<file path="src/rtl/core_pkg.sv">
// Shared core definitions: writeback source encoding and default datapath widths.
package core_pkg;

  typedef enum logic [1:0] {
    RES_ALU  = 2'b00,
    RES_LOAD = 2'b01,
    RES_PC4  = 2'b10,
    RES_IMM  = 2'b11
  } result_src_e;

  localparam int unsigned XLEN_DEF   = 32;
  localparam int unsigned REG_AW_DEF = 5;

endpackage

</file>
<file path="src/rtl/load_data_hold.sv">
// Keeps synchronous-RAM read data stable while its consumer stage is stalled.
// Output is the live RAM data in the first cycle, the captured copy afterwards.
module load_data_hold
  import core_pkg::*;
#(
  parameter int unsigned W = XLEN_DEF
) (
  input  logic         clk,
  input  logic         rst,
  input  logic         i_clear,
  input  logic         i_stall,
  input  logic [W-1:0] i_rd_data,
  output logic [W-1:0] o_rd_data
);

  logic         r_fresh;
  logic [W-1:0] r_hold;

  // RAM data is only valid in the first stage cycle, so capture it on the first stalled edge.
  always_ff @(posedge clk or posedge rst) begin
    if (rst) begin
      r_fresh <= 1'b0;
      r_hold  <= '0;
    end else if (i_clear) begin
      r_fresh <= 1'b0;
    end else if (i_stall) begin
      if (r_fresh) begin
        r_hold  <= i_rd_data;
        r_fresh <= 1'b0;
      end
    end else begin
      r_fresh <= 1'b1;
    end
  end

  assign o_rd_data = r_fresh ? i_rd_data : r_hold;

endmodule

</file>
<file path="src/rtl/mem_wb_pipe_reg.sv">
// MEM->WB pipeline register with stall/flush, load-data hold, x0 filter and result mux.
// Optional perf counters when MEM_WB_PERF_EN is defined.
module mem_wb_pipe_reg
  import core_pkg::*;
#(
  parameter int unsigned XLEN   = XLEN_DEF,
  parameter int unsigned REG_AW = REG_AW_DEF,
  parameter int unsigned CNT_W  = 32
) (
  input  logic              clk,
  input  logic              rst,
  input  logic              wb_stall,
  input  logic              wb_clear,
  input  logic              mem_valid,
  input  logic              mem_reg_write,
  input  logic [1:0]        mem_result_src,
  input  logic [XLEN-1:0]   mem_alu_result,
  input  logic [XLEN-1:0]   mem_pc_plus_4,
  input  logic [XLEN-1:0]   mem_imm_ext,
  input  logic [REG_AW-1:0] mem_rd,
  input  logic [XLEN-1:0]   mem_read_result,
  output logic              wb_valid,
  output logic              wb_reg_write,
  output logic [REG_AW-1:0] wb_rd,
  output logic [XLEN-1:0]   wb_result,
  output logic [XLEN-1:0]   wb_read_result
`ifdef MEM_WB_PERF_EN
  ,
  output logic [CNT_W-1:0]  perf_retired,
  output logic [CNT_W-1:0]  perf_bubbles,
  output logic [CNT_W-1:0]  perf_stalls
`endif
);

  logic              r_valid;
  logic              r_reg_write;
  result_src_e       r_result_src;
  logic [REG_AW-1:0] r_rd;
  logic [XLEN-1:0]   r_alu;
  logic [XLEN-1:0]   r_pc4;
  logic [XLEN-1:0]   r_imm;
  logic [XLEN-1:0]   w_read_result;

  always_ff @(posedge clk or posedge rst) begin
    if (rst) begin
      r_valid      <= 1'b0;
      r_reg_write  <= 1'b0;
      r_result_src <= RES_ALU;
      r_rd         <= '0;
      r_alu        <= '0;
      r_pc4        <= '0;
      r_imm        <= '0;
    end else if (wb_clear) begin
      r_valid      <= 1'b0;
      r_reg_write  <= 1'b0;
      r_result_src <= RES_ALU;
      r_rd         <= '0;
      r_alu        <= '0;
      r_pc4        <= '0;
      r_imm        <= '0;
    end else if (!wb_stall) begin
      r_valid      <= mem_valid;
      r_reg_write  <= mem_reg_write;
      r_result_src <= result_src_e'(mem_result_src);
      r_rd         <= mem_rd;
      r_alu        <= mem_alu_result;
      r_pc4        <= mem_pc_plus_4;
      r_imm        <= mem_imm_ext;
    end
  end

  load_data_hold #(
    .W (XLEN)
  ) u_load_hold (
    .clk       (clk),
    .rst       (rst),
    .i_clear   (wb_clear),
    .i_stall   (wb_stall),
    .i_rd_data (mem_read_result),
    .o_rd_data (w_read_result)
  );

  assign wb_valid       = r_valid;
  assign wb_rd          = r_rd;
  assign wb_read_result = w_read_result;
  // x0 is hardwired zero; never let a write to it reach the regfile.
  assign wb_reg_write   = r_valid & r_reg_write & (r_rd != '0);

  always_comb begin
    wb_result = r_alu;
    unique case (r_result_src)
      RES_ALU:  wb_result = r_alu;
      RES_LOAD: wb_result = w_read_result;
      RES_PC4:  wb_result = r_pc4;
      RES_IMM:  wb_result = r_imm;
      default:  wb_result = r_alu;
    endcase
  end

`ifdef MEM_WB_PERF_EN
  logic [CNT_W-1:0] r_retired;
  logic [CNT_W-1:0] r_bubbles;
  logic [CNT_W-1:0] r_stalls;

  always_ff @(posedge clk or posedge rst) begin
    if (rst) begin
      r_retired <= '0;
      r_bubbles <= '0;
      r_stalls  <= '0;
    end else if (wb_stall) begin
      r_stalls <= r_stalls + 1'b1;
    end else if (r_valid) begin
      r_retired <= r_retired + 1'b1;
    end else begin
      r_bubbles <= r_bubbles + 1'b1;
    end
  end

  assign perf_retired = r_retired;
  assign perf_bubbles = r_bubbles;
  assign perf_stalls  = r_stalls;
`else
  if (CNT_W == 0) begin : g_bad_cnt_w
    $error("CNT_W must be nonzero");
  end
`endif

endmodule
</file>
<file path="config.mk">
export PLATFORM = sky130hd
export DESIGN_NAME = mem_wb_pipe_reg
export DESIGN_NICKNAME = d
export VERILOG_FILES = /design/src/rtl/core_pkg.sv /design/src/rtl/load_data_hold.sv /design/src/rtl/mem_wb_pipe_reg.sv
export SDC_FILE = /design/constraint.sdc
export NUM_CORES = 1
export LEC_CHECK = 0
export ABC_AREA = 1
export CORE_MARGIN = 5
export CORE_UTILIZATION = 45
export CTS_CLUSTER_DIAMETER = 40
export DETAILED_ROUTE_END_ITERATION = 10
export PLACE_DENSITY = 0.88
export SKIP_CTS_REPAIR_TIMING = 1
export SLEW_MARGIN = 0
export SYNTH_ARGS = -nofsm -noshare
export SYNTH_HDL_FRONTEND = slang
export SYNTH_SLANG_ARGS = --single-unit
</file>
<file path="constraint.sdc">
create_clock -name clk -period 5.5 [get_ports clk]
set_input_delay 0.825 -clock clk [delete_from_list [all_inputs] [get_ports clk]]
set_output_delay 0.825 -clock clk [all_outputs]
set_load 0.005 [all_outputs]
</file>
Word level (Yosys, flattened, before mapping)
Index checks and enable logic that the tools add are counted.
{"block": "word_totals", "regBits": 138, "latchBits": 0, "ramBits": 0, "mem_bits_ro": 0, "input_bits": 141, "output_inout_bits": 71, "wordCells": 37, "mem_count": 0}
{"block": "op_classes", "n_addsub": 0, "n_mul": 0, "div_mod_pow": 0, "magnitude_cmp": 0, "n_eq_ne": 4, "shift": 0, "n_mux": 18, "n_bitwise": 3, "reduce_logical": 3}
{"cell": "two-way mux 32 bit", "n": 7}
{"cell": "one-hot mux 32 bit (4 select lines)", "n": 1}
{"cell": "two-way mux 5 bit", "n": 2}
{"cell": "two-way mux 1 bit", "n": 6}
{"cell": "nonzero test 5 bit", "n": 1}
{"cell": "equality test 2 bit, second input constant", "n": 2}
{"cell": "two-way mux 2 bit", "n": 2}
{"cell": "AND 1 bit", "n": 2}
{"cell": "equality test 2 x 1 -> 1 bit, second input constant", "n": 1}
{"cell": "zero test 2 bit", "n": 1}
{"cell": "!= test 2 x 1 -> 1 bit, second input constant", "n": 1}
{"cell": "AND reduction 2 bit", "n": 1}
{"cell": "inverter 1 bit", "n": 1}

Longest topological paths before layout
Gate-level depths: netlist of the first run.
{"block": "depth", "word_depth": 2, "depth_mapped": 7, "depth_no_buf": 5}

Hierarchy
A second synthesis of the first run with hierarchy kept.
{"block": "hier_totals", "cells_unflattened": 903, "hier_area_um2": 7134.3}
{"mod": "mem_wb_pipe_reg", "instances": 1, "cells_each": 659, "area_per_inst_um2": 5322.6, "seq_area_each_um2": 2627.5}
{"mod": "load_data_hold", "instances": 1, "cells_each": 244, "area_per_inst_um2": 1811.7, "seq_area_each_um2": 825.8}

Worst setup path after synthesis of the first run
No wires, ideal clock.
{"block": "synth_path", "kind": "input to output", "start": "in mem_read_result[10]", "end": "out wb_result[10]", "arrival_time_ps": 1116, "required_ps": 4675, "slack_ps": 3559, "stages": 4, "path_buffers": 0, "cell_sequence": "nand2_1 > nand2_1 > nand2_1 > nand3_1"}
{"block": "synth_via", "elab_chain_len": 2}
{"element": "from (decl)", "line_no": "mem_wb_pipe_reg.sv:21", "rtl": "input logic [XLEN-1:0] mem_read_result,"}
{"element": "two-way mux 32 bit", "line_no": "load_data_hold.sv:36", "rtl": "assign o_rd_data = r_fresh ? i_rd_data : r_hold;"}
{"element": "via wb_read_result[10]", "line_no": "mem_wb_pipe_reg.sv:26", "rtl": "output logic [XLEN-1:0] wb_read_result"}
{"element": "one-hot mux 32 bit (4 select lines)", "line_no": "mem_wb_pipe_reg.sv:91", "rtl": "unique case (r_result_src)"}
{"element": "to (decl)", "line_no": "mem_wb_pipe_reg.sv:25", "rtl": "output logic [XLEN-1:0] wb_result,"}
The timed path passes the listed nets, and every way through them passes these cells.

Final worst setup path of the first run
{"block": "layout_path", "start": "reg r_result_src[1]", "end": "out wb_result[31]"}
{"block": "layout_via", "elab_chain_len": 2, "elab_cells_between_ends": 5, "classes_between": "3 x eq/ne; 1 x mux; 1 x reduce/logical"}
{"element": "from (decl)", "line_no": "mem_wb_pipe_reg.sv:37", "rtl": "result_src_e r_result_src;"}
{"element": "from (signal assigned)", "line_no": "mem_wb_pipe_reg.sv:64", "rtl": "r_result_src <= result_src_e'(mem_result_src);"}
{"element": "equality test 2 bit (tied with other cells)", "line_no": "mem_wb_pipe_reg.sv:91"}
{"element": "one-hot mux 32 bit (4 select lines) *", "line_no": "mem_wb_pipe_reg.sv:91"}
Mark *: on every way between the ends. The rest lies on a longest branch, timed or not.

==> results of run 1 <==
[report_power, final]
group	switching (mW)	internal (mW)
sequential	0.0586	1.10
combinational	0.239	0.261
clock	0.435	0.780
total	0.733	2.14
[logic make-up after synthesis]
group	Yosys count	share of synthesized area
simple gates	699	0.415
flops	138	0.520
buf+inv	99	0.0623
compound gates	4	0.00301
[layout make-up]
cell class,count,share of cell area
Multi-Input combinational cell,703,0.295
Timing Repair Buffer,219,0.230
Clock buffer,20,0.0484
Inverter,44,0.0182
Sequential cell,138,0.366
Clock inverter,12,0.0180
Tap cell,184,0.0244
[state kept, by name (all words and copies together) (netlist names)]
name                 flops
u_load_hold.r_hold      32
wb_rd                    5
r_alu                   32
r_result_src             2
wb_valid                 1
r_pc4                   32
u_load_hold.r_fresh      1
r_reg_write              1
r_imm                   32
[worst min-delay path: cells and delay by family (launching register included)]
family        cells  cell delay (ns)
flops             1             0.34
simple gates      2             0.11
[cells in the final DEF, fill, tap and decap left out]
cell	instances
nor2_2	2
clkinvlp_4	1
clkbuf_16	17
nor2_4	1
nand3_1	96
nand4_1	1
o21ai_0	4
inv_6	2
clkbuf_8	2
clkbuf_1	1
dfrtp_1	137
buf_4	8
nand2_1	598
bufinv_16	4
clkdlybuf4s50_1	211
clkinv_2	6
clkinv_4	1
inv_2	3
nor2_1	1
dfrtp_2	1
inv_1	39
[stage by stage]
step / power, mW / cells / worst slack, ns / hold slack [ns] / utilization
finish: 2.87 / 1320 / 1.46 / 0.476 / 0.649
global route: 3.00 / 1320 / 1.20 / 0.495 / 0.649
CTS: 2.89 / 1320 / 1.45 / 0.480 / 0.649
detailed placement: 1.67 / 1288 / 1.94 / 0.465 / 0.606
global placement: 1.66 / 1288 / 1.98 / 0.461 / 0.606
floorplan: 1.38 / 940 / 0.979 / 0.448 / -
[per-layer routing]
metal | vias up | wire length (um) | global-route usage | part of all wire
li1 | 3222 | - | - | -
met3 | 57 | 1200 | 0.0558 | 0.058
met4 | 0 | 892 | 0.121 | 0.043
met5 | - | 0 | 0 | 0
met1 | 3131 | 9040 | 0.317 | 0.44
met2 | 250 | 9640 | 0.370 | 0.46
[how the worst max path moves through the flow]
stage	from	to	slack, ns	cells after the start
floorplan	rst	r_alu[0]	0.98	1
global placement	r_result_src[1]	wb_result[31]	1.98	5
detailed placement	r_result_src[1]	wb_result[31]	1.94	5
CTS	r_result_src[1]	wb_result[31]	1.45	5
global route	r_result_src[1]	wb_result[31]	1.20	5
finish	r_result_src[1]	wb_result[31]	1.46	5
==> run metrics, run 1 <==
status finished clean; cts bufs inserted 17; ys flop type dfrtp_1; Worst-path clk slew 0.06 ns; Routed WL per cell 15.7 um; Top Ports 212; via count of the first global-routing pass 6360; Setup CP Type reg2out; delay-heaviest family, CP simple AND/OR/NAND/NOR gates; CTS max path bufs 2; via count 6660; post-DP HPWL 14100 um; initial antenna violation count 0; FFs w/ async S/R, synth 1.00; Initial Util 0.457; clk_lat worst skew 0.42 ns; CTS tree yes; final hold vios 0; Period minus WS final 4.04 ns; Routed WL 20800 um; slew at the pin closest to its max-slew limit 1.16 ns; row count 44; Tcrit/Tclk final 0.735; Critical Path Slowest Stage Cell nor2_2; Reg2Reg Launch Point u_load_hold.r_fresh; WHS Endpoint r_alu[10]; CP Capture Type output port; synth top area cells dfrtp_1 (52%), nand2_1 (34%), nand3_1 (7.2%); Root Driver clkbuf_16; Worst Clk Skew 0.0105 ns; Placed Area 8810 um2; CP arrival 3.22 ns; Post-DRT Antenna Nets 0; core area 14500 um2; FF+latch count, synth 138; Cells after Synth 940; r2r setup slk 3.81 ns; worst vdd ir 0.208 mV; Filler cells 1207; Final Max Slew Viols 0; most common cell in the netlist nand2_1; H-tree depth 4; Nets 1264; P&R area growth vs syn 42.0%; layout cells sized above 1 0.0423; Synth top cells by count nand2_1 (598), dfrtp_1 (138), nand3_1 (96), inv_1 (40), buf_2 (34); post-route cell area 9430 um2; Post-synth EDFFs 0; first-pass GRT wire length 33600 um; die width 132 um; setup TNS 0 ns; LEAKAGE 4.94 nW; Seq. cell area 3450 um2; Reg-to-Reg End u_load_hold.r_hold[19]; Syn. warnings 0; CP max stage delay 0.98 ns; Synth Cell Area 6640 um2; post-synthesis sequential area ratio 0.520; routability cong. 0.862; largest net degree at the start of global routing 113; Total GRT Usage 0.240; Crit path buffers/inverters 2; n_diodes 0; RSZ-0062 raised after global routing false; hold-critical path depth 2; DIE HEIGHT 132 um; final setup violation count 0; Synth cell types 13; FF-to-FF path depth 5; drt pass-1 iters 5; DRC 0; fmax 247 MHz; cells along the critical path nor2_2 -> buf_4 -> nand2_1 -> nand3_1 -> clkdlybuf4s50_1; CP Max Fanout 67; Worst Hold Class reg2reg; Overflow after GRT 0; power density cells 305 nW/um2; Mapped Nets 1081; startpoint types flip-flop; Sinks on Clock Net 138; area share of the largest cell type after synthesis 0.520; CP Data Required Time 4.68 ns; vias per cell 5.05; mean post-synth cell area 7.07 um2; # Max-Cap Violations 0; Synth area leader dfrtp_1; worst hold start r_alu[10]; 1st-iter DRT viols 592; Port Buffer Count 211; Die Area 17300 um2; multi-input combinational cell area 2780 um2; Rel. slew slack 0.229
Power figures use the tool's default switching activity.
==> run 2: changes to the inputs <==
--- a/config.mk
+++ b/config.mk
@@ -7,10 +7,10 @@
 export LEC_CHECK = 0
 export ABC_AREA = 1
 export CORE_MARGIN = 5
-export CORE_UTILIZATION = 45
+export CORE_UTILIZATION = 42
 export CTS_CLUSTER_DIAMETER = 40
 export DETAILED_ROUTE_END_ITERATION = 10
-export PLACE_DENSITY = 0.88
+export PLACE_DENSITY = 0.87
 export SKIP_CTS_REPAIR_TIMING = 1
 export SLEW_MARGIN = 0
 export SYNTH_ARGS = -nofsm -noshare
==> constraint.sdc (replaced) <==
create_clock -name clk -period 3.4 [get_ports clk]
set_input_delay 0.51 -clock clk [delete_from_list [all_inputs] [get_ports clk]]
set_output_delay 0.51 -clock clk [all_outputs]
set_load 0.005 [all_outputs]
==> run metrics, run 2 (synthesis results as in run 1) <==
Routed WL 20700 um; CTS tree yes; 1st-iter DRT viols 558; Initial Util 0.423; drt pass-1 iters 6; Overflow after GRT 0; layout cells sized above 1 0.0498; GRT busiest layer met2; setup TNS 0 ns; final hold vios 0; hold slack 0.465 ns; DRC 0; die width 136 um; met1 Use GR 0.306; clk_lat worst skew 0.41 ns; via count 6647; FF-to-FF path depth 6; LEAKAGE 4.97 nW; Total GRT Usage 0.230; Filler cells 1412; RSZ-0062 raised after global routing false; Nets 1273; row count 46; Rel. slew slack 0.285; startpoint types flip-flop; routability cong. 0.889; Critical Path Slowest Stage Cell dfrtp_2; Die Area 18400 um2; cts bufs inserted 17; met2 GRT Util 0.366; met3 Track Usage GR 0.0527; CP Capture Type output port; Worst-path clk slew 0.06 ns; most frequent cells in the layout nand2_1 (598), clkdlybuf4s50_1 (211), dfrtp_1 (137); via count of the first global-routing pass 6500; CTS max path bufs 2; CP Data Required Time 2.89 ns; Setup CP Type reg2out; CP max stage delay 0.60 ns; Post-DRT Antenna Nets 0; Port Buffer Count 211; commonest non-fill, non-tap cell in the layout nand2_1; fmax 333 MHz; largest net degree at the start of global routing 103; Routed WL per cell 15.2 um; Worst Clk Skew 0.00533 ns; cells along the critical path nor2_4 -> buf_4 -> nand2_1 -> nand3_1 -> clkdlybuf4s50_1; Root Driver clkbuf_16; core area 15700 um2; H-tree depth 4; Tcrit/Tclk final 0.882; # Max-Cap Violations 0; Final Max Slew Viols 0; post-DP HPWL 14700 um; CP arrival 2.49 ns; initial antenna violation count 0; worst vdd ir 0.313 mV; status finished clean; Top Ports 212; first-pass GRT wire length 33200 um; P&R area growth vs syn 43.7%; Period minus WS final 3.00 ns; slew at the pin closest to its max-slew limit 1.07 ns; vias per cell 4.88; Final Util 0.608; Worst Hold Class in2async; Sinks on Clock Net 138; DIE HEIGHT 136 um; n_diodes 0; final setup violation count 0; power density cells 482 nW/um2; CP Max Fanout 28; Placed Area 8930 um2; post-route cell area 9550 um2
## run 2: changes by cell type in the layout (fill, tap and decap cells not counted), moves of 2 or more
cell	before	now
inv_6	2	0
clkinv_2	6	4
clkinvlp_4	1	5
buf_4	8	16
## run 2: critical path: cells and delay by family (launching register included)
family        cells  cell delay, ns
buf+inv           2            0.82
simple gates      3            0.64
flops             1            0.60
## run 2: path summary, 6_finish.rpt
| kind | from | end | slack (ns) |
|---|---|---|---|
| setup / recovery | r_result_src[1] | wb_result[5] | 0.40 |
| hold / removal | rst | u_load_hold.r_hold[1] | 0.47 |
| setup reg to reg | u_load_hold.r_fresh | u_load_hold.r_hold[31] | 1.95 |
| hold reg to reg | r_alu[24] | r_alu[24] | 0.48 |
| max in group asynchronous | rst | r_result_src[1] | 2.20 |
| min in group clk | r_alu[24] | r_alu[24] | 0.48 |
## run 2: metrics by stage
| stage | setup WS, ns | total power, mW | std cells |
|---|---|---|---|
| 5_1_grt | 0.244 | 4.80 | 1361 |
| 4_1_cts | 0.383 | 4.64 | 1361 |
| 6_report | 0.400 | 4.60 | 1361 |
| 3_3_place_gp | 0.848 | 2.71 | 1329 |
| 2_1_floorplan | 1.17 | 2.23 | 940 |
| 3_5_place_dp | 0.833 | 2.73 | 1329 |
## run 2: layout make-up
type                    count  area, um2  area share
repair buffers            228       2250       0.236
multi-input cells         703       2780       0.292
well taps                 216        270      0.0283
clock buffers              21        470      0.0493
flip-flops and latches    138       3450       0.362
clock inverters            11        144      0.0151
inverters                  44        170      0.0178
## run 2: per-layer routing
layer | share of wire | routed length [um]
met1 | 0.43 | 8890
met2 | 0.47 | 9710
met3 | 0.074 | 1530
met4 | 0.027 | 554
met5 | 0 | 0
## run 2: power by group
group | internal, mW | switching, mW | total (mW)
clock network | 1.21 | 0.691 | 1.90
registers | 1.78 | 0.0846 | 1.87
logic | 0.431 | 0.405 | 0.836
total | 3.42 | 1.18 | 4.60
